$ cat src/rtl/uc_pkg.sv
// Shared types for the multicycle RV32I control unit: opcodes, FSM states, ALU commands, mux selects.
// Optional memory handshake ports are enabled with UC_MEM_WAIT_EN (see uc_multicycle_if).
package uc_pkg;

  localparam logic [6:0] OPC_LUI    = 7'b0110111;
  localparam logic [6:0] OPC_AUIPC  = 7'b0010111;
  localparam logic [6:0] OPC_JAL    = 7'b1101111;
  localparam logic [6:0] OPC_JALR   = 7'b1100111;
  localparam logic [6:0] OPC_BRANCH = 7'b1100011;
  localparam logic [6:0] OPC_LOAD   = 7'b0000011;
  localparam logic [6:0] OPC_STORE  = 7'b0100011;
  localparam logic [6:0] OPC_OP_IMM = 7'b0010011;
  localparam logic [6:0] OPC_OP     = 7'b0110011;
  localparam logic [6:0] OPC_FENCE  = 7'b0001111;
  localparam logic [6:0] OPC_SYSTEM = 7'b1110011;

  typedef enum logic [3:0] {
    FETCH    = 4'd0,
    DECODE   = 4'd1,
    EX_R     = 4'd2,
    EX_I     = 4'd3,
    EX_LUI   = 4'd4,
    EX_AUIPC = 4'd5,
    EX_JAL   = 4'd6,
    EX_JALR  = 4'd7,
    EX_BR    = 4'd8,
    EX_ST    = 4'd9,
    LD_ADDR  = 4'd10,
    LD_MEM   = 4'd11,
    LD_WB    = 4'd12,
    TRAP     = 4'd13
  } state_e;

  typedef enum logic [3:0] {
    ALU_ADD  = 4'd0,
    ALU_SUB  = 4'd1,
    ALU_SLL  = 4'd2,
    ALU_SLT  = 4'd3,
    ALU_SLTU = 4'd4,
    ALU_XOR  = 4'd5,
    ALU_SRL  = 4'd6,
    ALU_SRA  = 4'd7,
    ALU_OR   = 4'd8,
    ALU_AND  = 4'd9
  } alu_cmd_e;

  localparam logic [1:0] PC_PLUS4   = 2'd0;
  localparam logic [1:0] PC_BRANCH  = 2'd1;
  localparam logic [1:0] PC_ALU     = 2'd2;

  localparam logic [1:0] SRC_A_RS1  = 2'd0;
  localparam logic [1:0] SRC_A_PC   = 2'd1;
  localparam logic [1:0] SRC_A_ZERO = 2'd2;

  localparam logic [1:0] SRC_B_RS2  = 2'd0;
  localparam logic [1:0] SRC_B_IMM  = 2'd1;
  localparam logic [1:0] SRC_B_FOUR = 2'd2;

  localparam logic [1:0] RF_ALU     = 2'd0;
  localparam logic [1:0] RF_MEM     = 2'd1;
  localparam logic [1:0] RF_PC      = 2'd2;

  // br marks the branch state; its pc_we is resolved later from live ALU flags.
  typedef struct packed {
    logic       ir_we;
    logic       pc_we;
    logic       br;
    logic [1:0] pc_src;
    logic [1:0] alu_src_a;
    logic [1:0] alu_src_b;
    alu_cmd_e   alu_cmd;
    logic       rf_we;
    logic [1:0] rf_src;
    logic       d_mem_we;
    logic       d_mem_re;
    logic       illegal;
  } ctrl_t;

  function automatic ctrl_t ctrl_for(input state_e s, input alu_cmd_e dec_cmd);
    ctrl_t c;
    c = '0;
    c.alu_cmd = ALU_ADD;
    case (s)
      FETCH: begin
        c.ir_we  = 1'b1;
        c.pc_we  = 1'b1;
        c.pc_src = PC_PLUS4;
      end
      EX_R: begin
        c.alu_src_a = SRC_A_RS1;
        c.alu_src_b = SRC_B_RS2;
        c.alu_cmd   = dec_cmd;
        c.rf_we     = 1'b1;
        c.rf_src    = RF_ALU;
      end
      EX_I: begin
        c.alu_src_a = SRC_A_RS1;
        c.alu_src_b = SRC_B_IMM;
        c.alu_cmd   = dec_cmd;
        c.rf_we     = 1'b1;
        c.rf_src    = RF_ALU;
      end
      EX_LUI: begin
        c.alu_src_a = SRC_A_ZERO;
        c.alu_src_b = SRC_B_IMM;
        c.rf_we     = 1'b1;
      end
      EX_AUIPC: begin
        c.alu_src_a = SRC_A_PC;
        c.alu_src_b = SRC_B_IMM;
        c.rf_we     = 1'b1;
      end
      EX_JAL: begin
        c.rf_we  = 1'b1;
        c.rf_src = RF_PC;
        c.pc_we  = 1'b1;
        c.pc_src = PC_BRANCH;
      end
      EX_JALR: begin
        c.alu_src_a = SRC_A_RS1;
        c.alu_src_b = SRC_B_IMM;
        c.rf_we     = 1'b1;
        c.rf_src    = RF_PC;
        c.pc_we     = 1'b1;
        c.pc_src    = PC_ALU;
      end
      EX_BR: begin
        c.alu_src_a = SRC_A_RS1;
        c.alu_src_b = SRC_B_RS2;
        c.alu_cmd   = ALU_SUB;
        c.br        = 1'b1;
        c.pc_src    = PC_BRANCH;
      end
      EX_ST: begin
        c.alu_src_a = SRC_A_RS1;
        c.alu_src_b = SRC_B_IMM;
        c.d_mem_we  = 1'b1;
      end
      LD_ADDR: begin
        c.alu_src_a = SRC_A_RS1;
        c.alu_src_b = SRC_B_IMM;
      end
      LD_MEM: begin
        c.alu_src_a = SRC_A_RS1;
        c.alu_src_b = SRC_B_IMM;
        c.d_mem_re  = 1'b1;
      end
      LD_WB: begin
        c.rf_we  = 1'b1;
        c.rf_src = RF_MEM;
      end
      TRAP:    c.illegal = 1'b1;
      default: ;
    endcase
    return c;
  endfunction

endpackage

$ cat src/rtl/uc_multicycle_if.sv
// IR-field inputs and datapath control outputs of the multicycle control unit.
// UC_MEM_WAIT_EN adds the i_mem_ready / d_mem_ready handshake inputs.
interface uc_multicycle_if #(parameter int NUM_FLAGS = 4);

  logic [6:0]           opcode;
  logic [2:0]           funct3;
  logic                 funct7_b5;
  logic [NUM_FLAGS-1:0] alu_flags;
`ifdef UC_MEM_WAIT_EN
  logic                 i_mem_ready;
  logic                 d_mem_ready;
`endif
  logic                 ir_we;
  logic                 pc_we;
  logic [1:0]           pc_src;
  logic [1:0]           alu_src_a;
  logic [1:0]           alu_src_b;
  logic [3:0]           alu_cmd;
  logic                 rf_we;
  logic [1:0]           rf_src;
  logic                 d_mem_we;
  logic                 d_mem_re;
  logic                 illegal;

  // Memory ready: a request held high completes in the cycle ready is seen high.
  modport master (
`ifdef UC_MEM_WAIT_EN
    input  i_mem_ready, d_mem_ready,
`endif
    input  opcode, funct3, funct7_b5, alu_flags,
    output ir_we, pc_we, pc_src, alu_src_a, alu_src_b, alu_cmd,
    output rf_we, rf_src, d_mem_we, d_mem_re, illegal
  );

  modport slave (
`ifdef UC_MEM_WAIT_EN
    output i_mem_ready, d_mem_ready,
`endif
    output opcode, funct3, funct7_b5, alu_flags,
    input  ir_we, pc_we, pc_src, alu_src_a, alu_src_b, alu_cmd,
    input  rf_we, rf_src, d_mem_we, d_mem_re, illegal
  );

endinterface

$ cat src/rtl/uc_alu_dec.sv
// ALU command decode from funct3/funct7_b5 for OP and OP-IMM instructions.
// Flags funct7_b5 combinations that are not valid RV32I encodings.
module uc_alu_dec
  import uc_pkg::*;
(
  input  logic [2:0] funct3,
  input  logic       funct7_b5,
  input  logic       is_rtype,
  output alu_cmd_e   alu_cmd,
  output logic       illegal_funct
);

  // For OP-IMM, bit 30 is immediate data except on the shifts.
  logic strict_b5;
  assign strict_b5 = is_rtype & funct7_b5;

  always_comb begin
    alu_cmd       = ALU_ADD;
    illegal_funct = 1'b0;
    case (funct3)
      3'b000: if (strict_b5) alu_cmd = ALU_SUB;
      3'b001: begin
        alu_cmd       = ALU_SLL;
        illegal_funct = funct7_b5;
      end
      3'b010: begin
        alu_cmd       = ALU_SLT;
        illegal_funct = strict_b5;
      end
      3'b011: begin
        alu_cmd       = ALU_SLTU;
        illegal_funct = strict_b5;
      end
      3'b100: begin
        alu_cmd       = ALU_XOR;
        illegal_funct = strict_b5;
      end
      3'b101: alu_cmd = funct7_b5 ? ALU_SRA : ALU_SRL;
      3'b110: begin
        alu_cmd       = ALU_OR;
        illegal_funct = strict_b5;
      end
      3'b111: begin
        alu_cmd       = ALU_AND;
        illegal_funct = strict_b5;
      end
      default: ;
    endcase
  end

endmodule

$ cat src/rtl/uc_multicycle.sv
// Multicycle RV32I control unit: Moore FSM with registered control word, branch pc_we from live flags.
// UC_MEM_WAIT_EN: FETCH, EX_ST and LD_MEM stall on i_mem_ready / d_mem_ready.
module uc_multicycle
  import uc_pkg::*;
#(
  parameter int NUM_FLAGS       = 4,
  parameter int FLAG_ZERO       = 0,
  parameter int FLAG_MSB        = 1,
  parameter int FLAG_OVF        = 2,
  parameter int FLAG_CARRY      = 3,
  parameter bit TRAP_ON_ILLEGAL = 1'b1
) (
  input  logic              clk,
  input  logic              rst_n,
  uc_multicycle_if.master   bus,
  output state_e            state
);

  state_e               state_q;
  state_e               state_nxt;
  ctrl_t                ctrl_q;
  alu_cmd_e             dec_cmd;
  logic                 dec_ill;
  logic                 is_rtype;
  logic                 instr_ill;
  logic                 imem_ok;
  logic                 dmem_ok;
  logic                 br_taken;
  logic                 lt;
  logic [NUM_FLAGS-1:0] flags;

`ifdef UC_MEM_WAIT_EN
  assign imem_ok = bus.i_mem_ready;
  assign dmem_ok = bus.d_mem_ready;
`else
  assign imem_ok = 1'b1;
  assign dmem_ok = 1'b1;
`endif

  assign is_rtype = (bus.opcode == OPC_OP);
  assign flags    = bus.alu_flags;

  uc_alu_dec u_alu_dec (
    .funct3        (bus.funct3),
    .funct7_b5     (bus.funct7_b5),
    .is_rtype      (is_rtype),
    .alu_cmd       (dec_cmd),
    .illegal_funct (dec_ill)
  );

  always_comb begin
    instr_ill = 1'b0;
    case (bus.opcode)
      OPC_OP, OPC_OP_IMM: instr_ill = dec_ill;
      OPC_JALR:           instr_ill = (bus.funct3 != 3'b000);
      OPC_BRANCH:         instr_ill = (bus.funct3 == 3'b010) || (bus.funct3 == 3'b011);
      OPC_LOAD:           instr_ill = (bus.funct3 == 3'b011) || (bus.funct3[2:1] == 2'b11);
      OPC_STORE:          instr_ill = (bus.funct3 > 3'b010);
      OPC_LUI, OPC_AUIPC, OPC_JAL, OPC_FENCE, OPC_SYSTEM: instr_ill = 1'b0;
      default:            instr_ill = 1'b1;
    endcase
  end

  always_comb begin
    state_nxt = state_q;
    case (state_q)
      FETCH: if (imem_ok) state_nxt = DECODE;
      DECODE: begin
        if (instr_ill) begin
          if (TRAP_ON_ILLEGAL) state_nxt = TRAP;
          else                 state_nxt = FETCH;
        end else begin
          case (bus.opcode)
            OPC_OP:     state_nxt = EX_R;
            OPC_OP_IMM: state_nxt = EX_I;
            OPC_LUI:    state_nxt = EX_LUI;
            OPC_AUIPC:  state_nxt = EX_AUIPC;
            OPC_JAL:    state_nxt = EX_JAL;
            OPC_JALR:   state_nxt = EX_JALR;
            OPC_BRANCH: state_nxt = EX_BR;
            OPC_STORE:  state_nxt = EX_ST;
            OPC_LOAD:   state_nxt = LD_ADDR;
            default:    state_nxt = FETCH;
          endcase
        end
      end
      EX_ST:   if (dmem_ok) state_nxt = FETCH;
      LD_ADDR: state_nxt = LD_MEM;
      LD_MEM:  if (dmem_ok) state_nxt = LD_WB;
      LD_WB:   state_nxt = FETCH;
      TRAP:    state_nxt = TRAP;
      default: state_nxt = FETCH;
    endcase
  end

  // Control word is computed for the state being entered, so it is valid from the first cycle there.
  always_ff @(posedge clk) begin
    if (!rst_n) begin
      state_q <= FETCH;
      ctrl_q  <= ctrl_for(FETCH, ALU_ADD);
    end else begin
      state_q <= state_nxt;
      ctrl_q  <= ctrl_for(state_nxt, dec_cmd);
    end
  end

  assign lt = flags[FLAG_MSB] ^ flags[FLAG_OVF];

  always_comb begin
    case (bus.funct3)
      3'b000:  br_taken = flags[FLAG_ZERO];
      3'b001:  br_taken = ~flags[FLAG_ZERO];
      3'b100:  br_taken = lt;
      3'b101:  br_taken = ~lt;
      3'b110:  br_taken = ~flags[FLAG_CARRY];
      3'b111:  br_taken = flags[FLAG_CARRY];
      default: br_taken = 1'b0;
    endcase
  end

  // Every output is forced to zero (alu_cmd = ADD) while reset is held.
  assign bus.ir_we     = rst_n & ctrl_q.ir_we & imem_ok;
  assign bus.pc_we     = rst_n & ((ctrl_q.pc_we & ((state_q != FETCH) | imem_ok))
                                  | (ctrl_q.br & br_taken));
  assign bus.pc_src    = rst_n ? ctrl_q.pc_src    : 2'd0;
  assign bus.alu_src_a = rst_n ? ctrl_q.alu_src_a : 2'd0;
  assign bus.alu_src_b = rst_n ? ctrl_q.alu_src_b : 2'd0;
  assign bus.alu_cmd   = rst_n ? ctrl_q.alu_cmd   : ALU_ADD;
  assign bus.rf_we     = rst_n & ctrl_q.rf_we;
  assign bus.rf_src    = rst_n ? ctrl_q.rf_src    : 2'd0;
  assign bus.d_mem_we  = rst_n & ctrl_q.d_mem_we;
  assign bus.d_mem_re  = rst_n & ctrl_q.d_mem_re;
  assign bus.illegal   = rst_n & (ctrl_q.illegal
                                  | (!TRAP_ON_ILLEGAL && (state_q == DECODE) && instr_ill));

  assign state = state_q;

endmodule

$ cat src/flat_wrapper.sv
// flat-port wrapper written by rule: the top's interface ports become plain ports
module uc_multicycle_flat import uc_pkg::*;
#(
  parameter int NUM_FLAGS       = 4,
  parameter int FLAG_ZERO       = 0,
  parameter int FLAG_MSB        = 1,
  parameter int FLAG_OVF        = 2,
  parameter int FLAG_CARRY      = 3,
  parameter bit TRAP_ON_ILLEGAL = 1'b1
)
  (clk, rst_n, state, bus_opcode, bus_funct3, bus_funct7_b5, bus_alu_flags, bus_ir_we, bus_pc_we, bus_pc_src, bus_alu_src_a, bus_alu_src_b, bus_alu_cmd, bus_rf_we, bus_rf_src, bus_d_mem_we, bus_d_mem_re, bus_illegal);
  uc_multicycle_if #(.NUM_FLAGS(NUM_FLAGS)) bus_i ();
  input  logic clk;
  input  logic rst_n;
  output state_e state;
  input wire logic [$bits(bus_i.opcode)-1:0] bus_opcode;
  input wire logic [$bits(bus_i.funct3)-1:0] bus_funct3;
  input wire logic [$bits(bus_i.funct7_b5)-1:0] bus_funct7_b5;
  input wire logic [$bits(bus_i.alu_flags)-1:0] bus_alu_flags;
  output wire logic [$bits(bus_i.ir_we)-1:0] bus_ir_we;
  output wire logic [$bits(bus_i.pc_we)-1:0] bus_pc_we;
  output wire logic [$bits(bus_i.pc_src)-1:0] bus_pc_src;
  output wire logic [$bits(bus_i.alu_src_a)-1:0] bus_alu_src_a;
  output wire logic [$bits(bus_i.alu_src_b)-1:0] bus_alu_src_b;
  output wire logic [$bits(bus_i.alu_cmd)-1:0] bus_alu_cmd;
  output wire logic [$bits(bus_i.rf_we)-1:0] bus_rf_we;
  output wire logic [$bits(bus_i.rf_src)-1:0] bus_rf_src;
  output wire logic [$bits(bus_i.d_mem_we)-1:0] bus_d_mem_we;
  output wire logic [$bits(bus_i.d_mem_re)-1:0] bus_d_mem_re;
  output wire logic [$bits(bus_i.illegal)-1:0] bus_illegal;
  assign bus_i.opcode = bus_opcode;
  assign bus_i.funct3 = bus_funct3;
  assign bus_i.funct7_b5 = bus_funct7_b5;
  assign bus_i.alu_flags = bus_alu_flags;
  assign bus_ir_we = bus_i.ir_we;
  assign bus_pc_we = bus_i.pc_we;
  assign bus_pc_src = bus_i.pc_src;
  assign bus_alu_src_a = bus_i.alu_src_a;
  assign bus_alu_src_b = bus_i.alu_src_b;
  assign bus_alu_cmd = bus_i.alu_cmd;
  assign bus_rf_we = bus_i.rf_we;
  assign bus_rf_src = bus_i.rf_src;
  assign bus_d_mem_we = bus_i.d_mem_we;
  assign bus_d_mem_re = bus_i.d_mem_re;
  assign bus_illegal = bus_i.illegal;
  uc_multicycle #(.NUM_FLAGS(NUM_FLAGS), .FLAG_ZERO(FLAG_ZERO), .FLAG_MSB(FLAG_MSB), .FLAG_OVF(FLAG_OVF), .FLAG_CARRY(FLAG_CARRY), .TRAP_ON_ILLEGAL(TRAP_ON_ILLEGAL)) u_core (.clk(clk), .rst_n(rst_n), .bus(bus_i), .state(state));
endmodule
$ cat config.mk
export PLATFORM = sky130hd
export DESIGN_NAME = uc_multicycle_flat
export DESIGN_NICKNAME = d
export VERILOG_FILES = /design/src/rtl/uc_pkg.sv /design/src/rtl/uc_multicycle_if.sv /design/src/rtl/uc_alu_dec.sv /design/src/rtl/uc_multicycle.sv /design/src/flat_wrapper.sv
export SDC_FILE = /design/constraint.sdc
export NUM_CORES = 1
export LEC_CHECK = 0
export ABC_AREA = 1
export CORE_UTILIZATION = 42
export DETAILED_ROUTE_END_ITERATION = 8
export GPL_TIMING_DRIVEN = 0
export PLACE_DENSITY = 0.74
export SYNTH_ARGS = -nofsm -noshare
export SYNTH_HDL_FRONTEND = slang
export SYNTH_SLANG_ARGS = --single-unit
export TNS_END_PERCENT = 100
$ cat constraint.sdc
create_clock -name clk -period 1.45 [get_ports clk]
set_input_delay 0.29 -clock clk [delete_from_list [all_inputs] [get_ports clk]]
set_output_delay 0.29 -clock clk [all_outputs]
set_load 0.02 [all_outputs]
==> impl_metrics.tcl, run 1 <==
set metrics [dict create \
    status "complete, but fails checks" \
    violations "negative setup slack" \
    yosys.area_share.simple_pct 47.0 \
    grt_max_degree 14 \
    ys.flop_type "dfxtp_1" \
    yosys_warnings 0 \
    clock-skew-final_ps 5.36 \
    via_per_inst 4.74 \
    worstPathRequired_ps 1160 \
    ys_types 32 \
    hold_violations 0 \
    dp_cells 296 \
    grt-ovfl-total 0 \
    drv_cap 0 \
    place_congestion 0.858 \
    root_buffer "clkbuf_4" \
    min_period_over_period_pct 107 \
    post_route_cells_drive_above_1_share_pct 46.3 \
    power_mw 1.88 \
    crit_path_cell_trace "buf_6 > xnor2_2 > nand3_1 > o21ai_1 > a22oi_1 > o211ai_1 > a21oi_1 > nor2_1 > buf_4" \
    cp_slowest_stage_delay_ps 160 \
    nets 288 \
    drc_errors 0 \
    hpwl_mm 2.36 \
    num-fill-cells 290 \
    synthArstFlopShare_pct 0 \
    muxShareOfSynthArea_pct 0 \
    yosys.area_share.adder_pct 0 \
    final_cells 314 \
    syn_inst 215 \
    ir_worst_vdd_v 0.000852 \
    drt_wl_total_mm 3.36 \
    htreeDepth 1 \
    rrSetupSlack_ps -60 \
    hold_class "in2reg" \
    ctsHoldBuffers 0 \
    cts_tree "done" \
    cts_sinks 22 \
    dr_total_vias 1487 \
    dieArea_sq_um 3680 \
    worst_r2r_endpoint "u_core.ctrl_q[10]" \
    diodes 0 \
    grt_use_total_pct 20.1 \
    timing.fmax_mhz 644 \
    critical_path.slowest_cell "buf_4" \
    final_util_pct 68.5 \
    power.switching_uw 652 \
    grt_pass1_wl_mm 5.42 \
    synth-seq-cells 22 \
    path_buf_inv 2 \
    cp_top_family "compound AO/OA/AOI/OAI gates" \
    synth_top_family_by_area "simple AND/OR/NAND/NOR gates" \
    p_comb_share_pct 38.9 \
    fin_crit_ps 1550 \
    powerDensity_nw_per_um2 870 \
    reg2reg_depth 11 \
    holdPathEnd "u_core.ctrl_q[9]" \
    grt_pass1_vias 1293 \
    synth_compound_area_share_pct 8.05 \
    holdPathStages 4 \
    synth_xor_area_share_pct 1.21 \
    syn_nets 232 \
    rsz0062_at_grt "true" \
    area_growth_pct 49.4 \
    cts_buffers 3 \
    yosysTopAreaCellShare_pct 30.5 \
    synth_edf_count 0 \
    synth_area_sq_um 1450 \
    yosys-top-cells-count "48 x nand2_1, 36 x inv_1, 22 x dfxtp_1" \
    core_area_sq_um 3150 \
    critPathArrivalTime_ps 1260 \
    seq_area_frac_synth_pct 30.5 \
    p_int_mw 1.23 \
    yosysTopAreaCell "dfxtp_1" \
    setup_viol 10 \
    die_width_microns 60.7 \
    avgSynthCellArea_sq_um 6.72 \
    io_pins 39 \
    min_from "bus_funct3[1]" \
    r2r_start "u_core.state[1]" \
    insertion_delay_ps 310 \
    start_util_pct 45.8 \
    wire_per_inst_microns 10.7 \
    clk_pin_slew_ps 110 \
    maxSlewViolCount 0 \
    cts_max_path_buffers 2 \
    worstPathMaxFanout 2 \
    pwr-share-seq_pct 36.4 \
    critPathKind "in2out" \
    synth.most_common_cell "nand2_1" \
    p_leak_nw 1.12 \
    ant_nets 0 \
    drt_iter0_drc 32 \
    portBuffers 37 \
    antenna_found_initial 0 \
    rows 20 \
    end_kind "primary output" \
    p_sw_share_pct 34.7 \
    die_y_microns 60.7 \
    power.share.clock_pct 24.8 \
    drtPass1Iterations 4 \
    start_kind "primary input" \
    ys_top_cells_by_area "dfxtp_1 30%, nand2_1 12%, inv_1 9.4%" \
    fin_ws_ps -103 \
]
[placed cells by master (no fill, tap or decap), drive strengths merged]
cell type and n:
a211oi 2, a21oi 7, a22oi 1, a311oi 1, a31oi 1, buf 29, bufinv 1, clkbuf 13
clkdlybuf4s15 10, conb 1, dfxtp 22, dlygate4sd2 6, inv 43, nand2 61, nand3 19, nand4 4
nor2 32, nor3 7, nor4 1, o211ai 2, o21ai 5, xnor2 2
[metal layers]
metal | global-route usage [%] | share of wire, % | routed length [microns]
met4 | 6.49 | 1.5 | 51
met5 | 0 | 0 | 0
met2 | 33.9 | 50 | 1670
met1 | 25.4 | 45 | 1500
met3 | 4.69 | 4.1 | 138
[area by class of cell]
class	instances	area (sq um)	share of cell area, %
multi-input cells	146	960	44.4
flip-flops and latches	22	444	20.6
repair buffers	51	418	19.4
inverters	43	193	8.92
well taps	44	55.1	2.55
plain buffers	4	37.5	1.74
clock inverters	1	30.0	1.39
clock buffers	3	22.5	1.04
[power groups by stage]
stage | sequential (mW) | clock [mW] | combinational (mW)
after floorplan | 0.711 | 0 | 0.376
after global placement | 0.696 | 0 | 0.578
after detailed placement | 0.696 | 0 | 0.583
after CTS | 0.681 | 0.471 | 0.679
after global routing | 0.689 | 0.500 | 0.791
final | 0.683 | 0.465 | 0.730
[tightest hold or removal path, stage by stage]
cell and delay, ps:
clkbuf_4 150, nand2_2 70, buf_4 100, nor3_2 30
[worst max-delay path by stage]
stage                           startpoint                end  slack, ps  cells after the start
after floorplan              bus_opcode[3]  u_core.ctrl_q[10]        -50                     14
after global placement       bus_funct3[0]          bus_pc_we      -1000                      8
after detailed placement     bus_funct3[2]          bus_pc_we      -1010                      7
after CTS                 bus_alu_flags[3]          bus_pc_we       -170                      7
after global routing      bus_alu_flags[1]          bus_pc_we       -180                      9
final                     bus_alu_flags[1]          bus_pc_we       -100                      9
[metrics by stage]
stage               TNS [ps]  hold slack, ps  area (sq um)  worst slack, ps
floorplan              -73.3             403          1490            -51.2
global placement      -32010             547          1920            -1000
detailed placement    -32290             552          1920            -1010
CTS                     -207             351          2150             -170
global route           -2440             358          2160             -183
finish                  -418             361          2160             -103
[cell families after synthesis]
| logic type | Yosys count |
|---|---|
| simple gates | 124 |
| xor+xnor | 2 |
| compound gates | 19 |
| buf+inv | 47 |
| other cells | 1 |
| flops | 22 |
[timing repair]
action                                  CTS  global route
pin swaps                                29             8
endpoints found under the setup margin   41            35
gates resized for setup                 144            21
setup buffers                            13             1
cloned                                    0             0
[registers in the layout (all words and copies together) (netlist names)]
register and cells:
u_core.ctrl_q 18, u_core.state 4
(Power assumes the default switching activity.)
==> inputs of run 2 (changes only) <==
- PLACE_DENSITY: 0.74 -> 0.71
- clock period: 1.45 -> 1.9 ns (I/O delays scaled with it)
==> run 2 against run 1 <==
The flow now finishes without violations. Register-to-register slack gained 330 ps. Worst hold slack gained 25 ps. Setup slack gained 220 ps. Critical path depth shrank 2. Core utilization shrank 2.9 points. Combinational power shrank 34%. Clock-buffer cell count is the same. First-iteration DRC count grew 9.4%. Clock skew shrank 3.3 ps. Final area shrank 4.3%.
==> impl_metrics.tcl, run 2 (synthesis gave the netlist of run 1 again) <==
set metrics [dict create \
    end_kind "primary output" \
    via_per_inst 4.77 \
    start_kind "primary input" \
    rows 20 \
    area_growth_pct 43.0 \
    min_period_over_period_pct 93.8 \
    p_leak_nw 1.15 \
    final_cell_mix "43 x nand2_1, 34 x inv_1, 22 x dfxtp_1, 17 x dlygate4sd2_1, 14 x nor2_1" \
    diodes 0 \
    wire_per_inst_microns 10.8 \
    core_area_sq_um 3150 \
    hold_class "in2reg" \
    drt_iter0_drc 35 \
    worstPathRequired_ps 1520 \
    fin_crit_ps 1780 \
    dp_cells 296 \
    ir_worst_vdd_v 0.000470 \
    max_flop_register "u_core.ctrl_q" \
    holdPathEnd "u_core.ctrl_q[9]" \
    root_buffer "clkbuf_4" \
    place_congestion 0.889 \
    critical_path.slowest_cell "dlygate4sd2_1" \
    min_from "bus_funct3[1]" \
    dr_total_vias 1461 \
    holdPathStages 3 \
    dieArea_sq_um 3680 \
    drt_wl_total_mm 3.29 \
    powerDensity_nw_per_um2 656 \
    cts_sinks 22 \
    grt_pass1_vias 1178 \
    maxSlewViolCount 0 \
    antenna_found_initial 0 \
    grt_max_degree 14 \
    worstPathMaxFanout 1 \
    portBuffers 37 \
    worst_r2r_endpoint "u_core.ctrl_q[10]" \
    setup_viol 0 \
    ant_nets 0 \
    timing.fmax_mhz 561 \
    cp_slowest_stage_delay_ps 240 \
    cts_buffers 3 \
    grt_pass1_wl_mm 5.00 \
    clock-skew-final_ps 2.02 \
    grt_use_total_pct 18.3 \
    fin_hold_ws_ps 386 \
    largest_register_ffs 18 \
    cts_tree "done" \
    final_cell_area_sq_um 2070 \
    rrSetupSlack_ps 270 \
    critPathKind "in2out" \
    final_util_pct 65.6 \
    cts_max_path_buffers 2 \
    crit_path_cell_trace "dlygate4sd2_1 > xnor2_1 > a22oi_1 > o211ai_1 > a21oi_1 > nor2_1 > buf_4" \
    place_area_sq_um 1870 \
    grt-ovfl-total 0 \
    r2r_start "u_core.state[3]" \
    die_width_microns 60.7 \
    drtPass1Iterations 4 \
    power_mw 1.36 \
    drc_errors 0 \
    critPathArrivalTime_ps 1400 \
    die_y_microns 60.7 \
    htreeDepth 1 \
    status "finished, final reports clean" \
    nets 280 \
    post_route_cells_drive_above_1_share_pct 33.2 \
    hpwl_mm 2.33 \
    final_common_cell "nand2_1" \
    insertion_delay_ps 310 \
    clk_pin_slew_ps 120 \
    final_cells 306 \
    reg2reg_depth 11 \
    hold_violations 0 \
    start_util_pct 45.8 \
    io_pins 39 \
    drv_cap 0 \
]
==> run 2: changes by cell type in the layout (fill, tap and decap cells not counted), sizes merged <==
cell and change:
clkdlybuf4s15 -8, dlymetal6s2s +4, clkbuf -2, dlygate4sd2 +11, buf -19, clkdlybuf4s50 +6
==> run 2: area by class of cell <==
class / instances / area [sq um]
clock inverter: 1 / 30.0
inverter: 43 / 176
timing repair buffer: 43 / 368
multi-input combinational: 146 / 941
fill: 306 / 1090
tap: 44 / 55.1
clock buffer: 3 / 22.5
sequential: 22 / 440
buffer: 4 / 33.8
==> run 2: stage by stage <==
stage	setup WS, ps	setup TNS, ps
2_1_floorplan	284	0
3_3_place_gp	-750	-17150
3_5_place_dp	-745	-17440
4_1_cts	-40.2	-40.2
5_1_grt	-21.9	-42.2
6_report	117	0
==> run 2: what timing repair did <==
| item | in CTS | in global routing |
|---|---|---|
| endpoints found under the setup margin | 31 | 18 |
| hold endpoints to repair | 0 | 0 |
| buffers inserted | 1 | 5 |
| resized for setup | 51 | 46 |
| hold buffers | 0 | 0 |
| pin swaps | 7 | 25 |
==> run 2: routing by layer <==
metal	GRT usage [%]	vias up	routed length, microns
li1	-	767	-
met3	3.41	4	103
met2	29.5	32	1640
met1	24.5	658	1520
met4	6.17	0	23
met5	0	-	0
==> run 2: how the worst max path moves through the flow <==
stage | slack (ps) | from | endpoint
finish | 120 | bus_alu_flags[3] | bus_pc_we
global route | -20 | bus_opcode[4] | u_core.ctrl_q[10]
CTS | -40 | bus_funct3[2] | bus_pc_we
detailed placement | -750 | bus_funct3[2] | bus_pc_we
global placement | -750 | bus_funct3[0] | bus_pc_we
floorplan | 280 | bus_opcode[3] | u_core.ctrl_q[10]
==> run 2: power breakdown <==
group	total [mW]	leakage [nW]	internal [mW]	switching [mW]
sequential	0.521	0.179	0.503	0.0187
clock	0.354	0.0279	0.213	0.140
combinational	0.481	0.947	0.168	0.313
==> run 2: critical path: cells and delay by family <==
kind	cells	cell delay, ps
buffers and inverters	2	400
and+or+nand+nor	1	50
AOI/OAI and AO/OA	3	430
xor gates and xnor gates	1	130
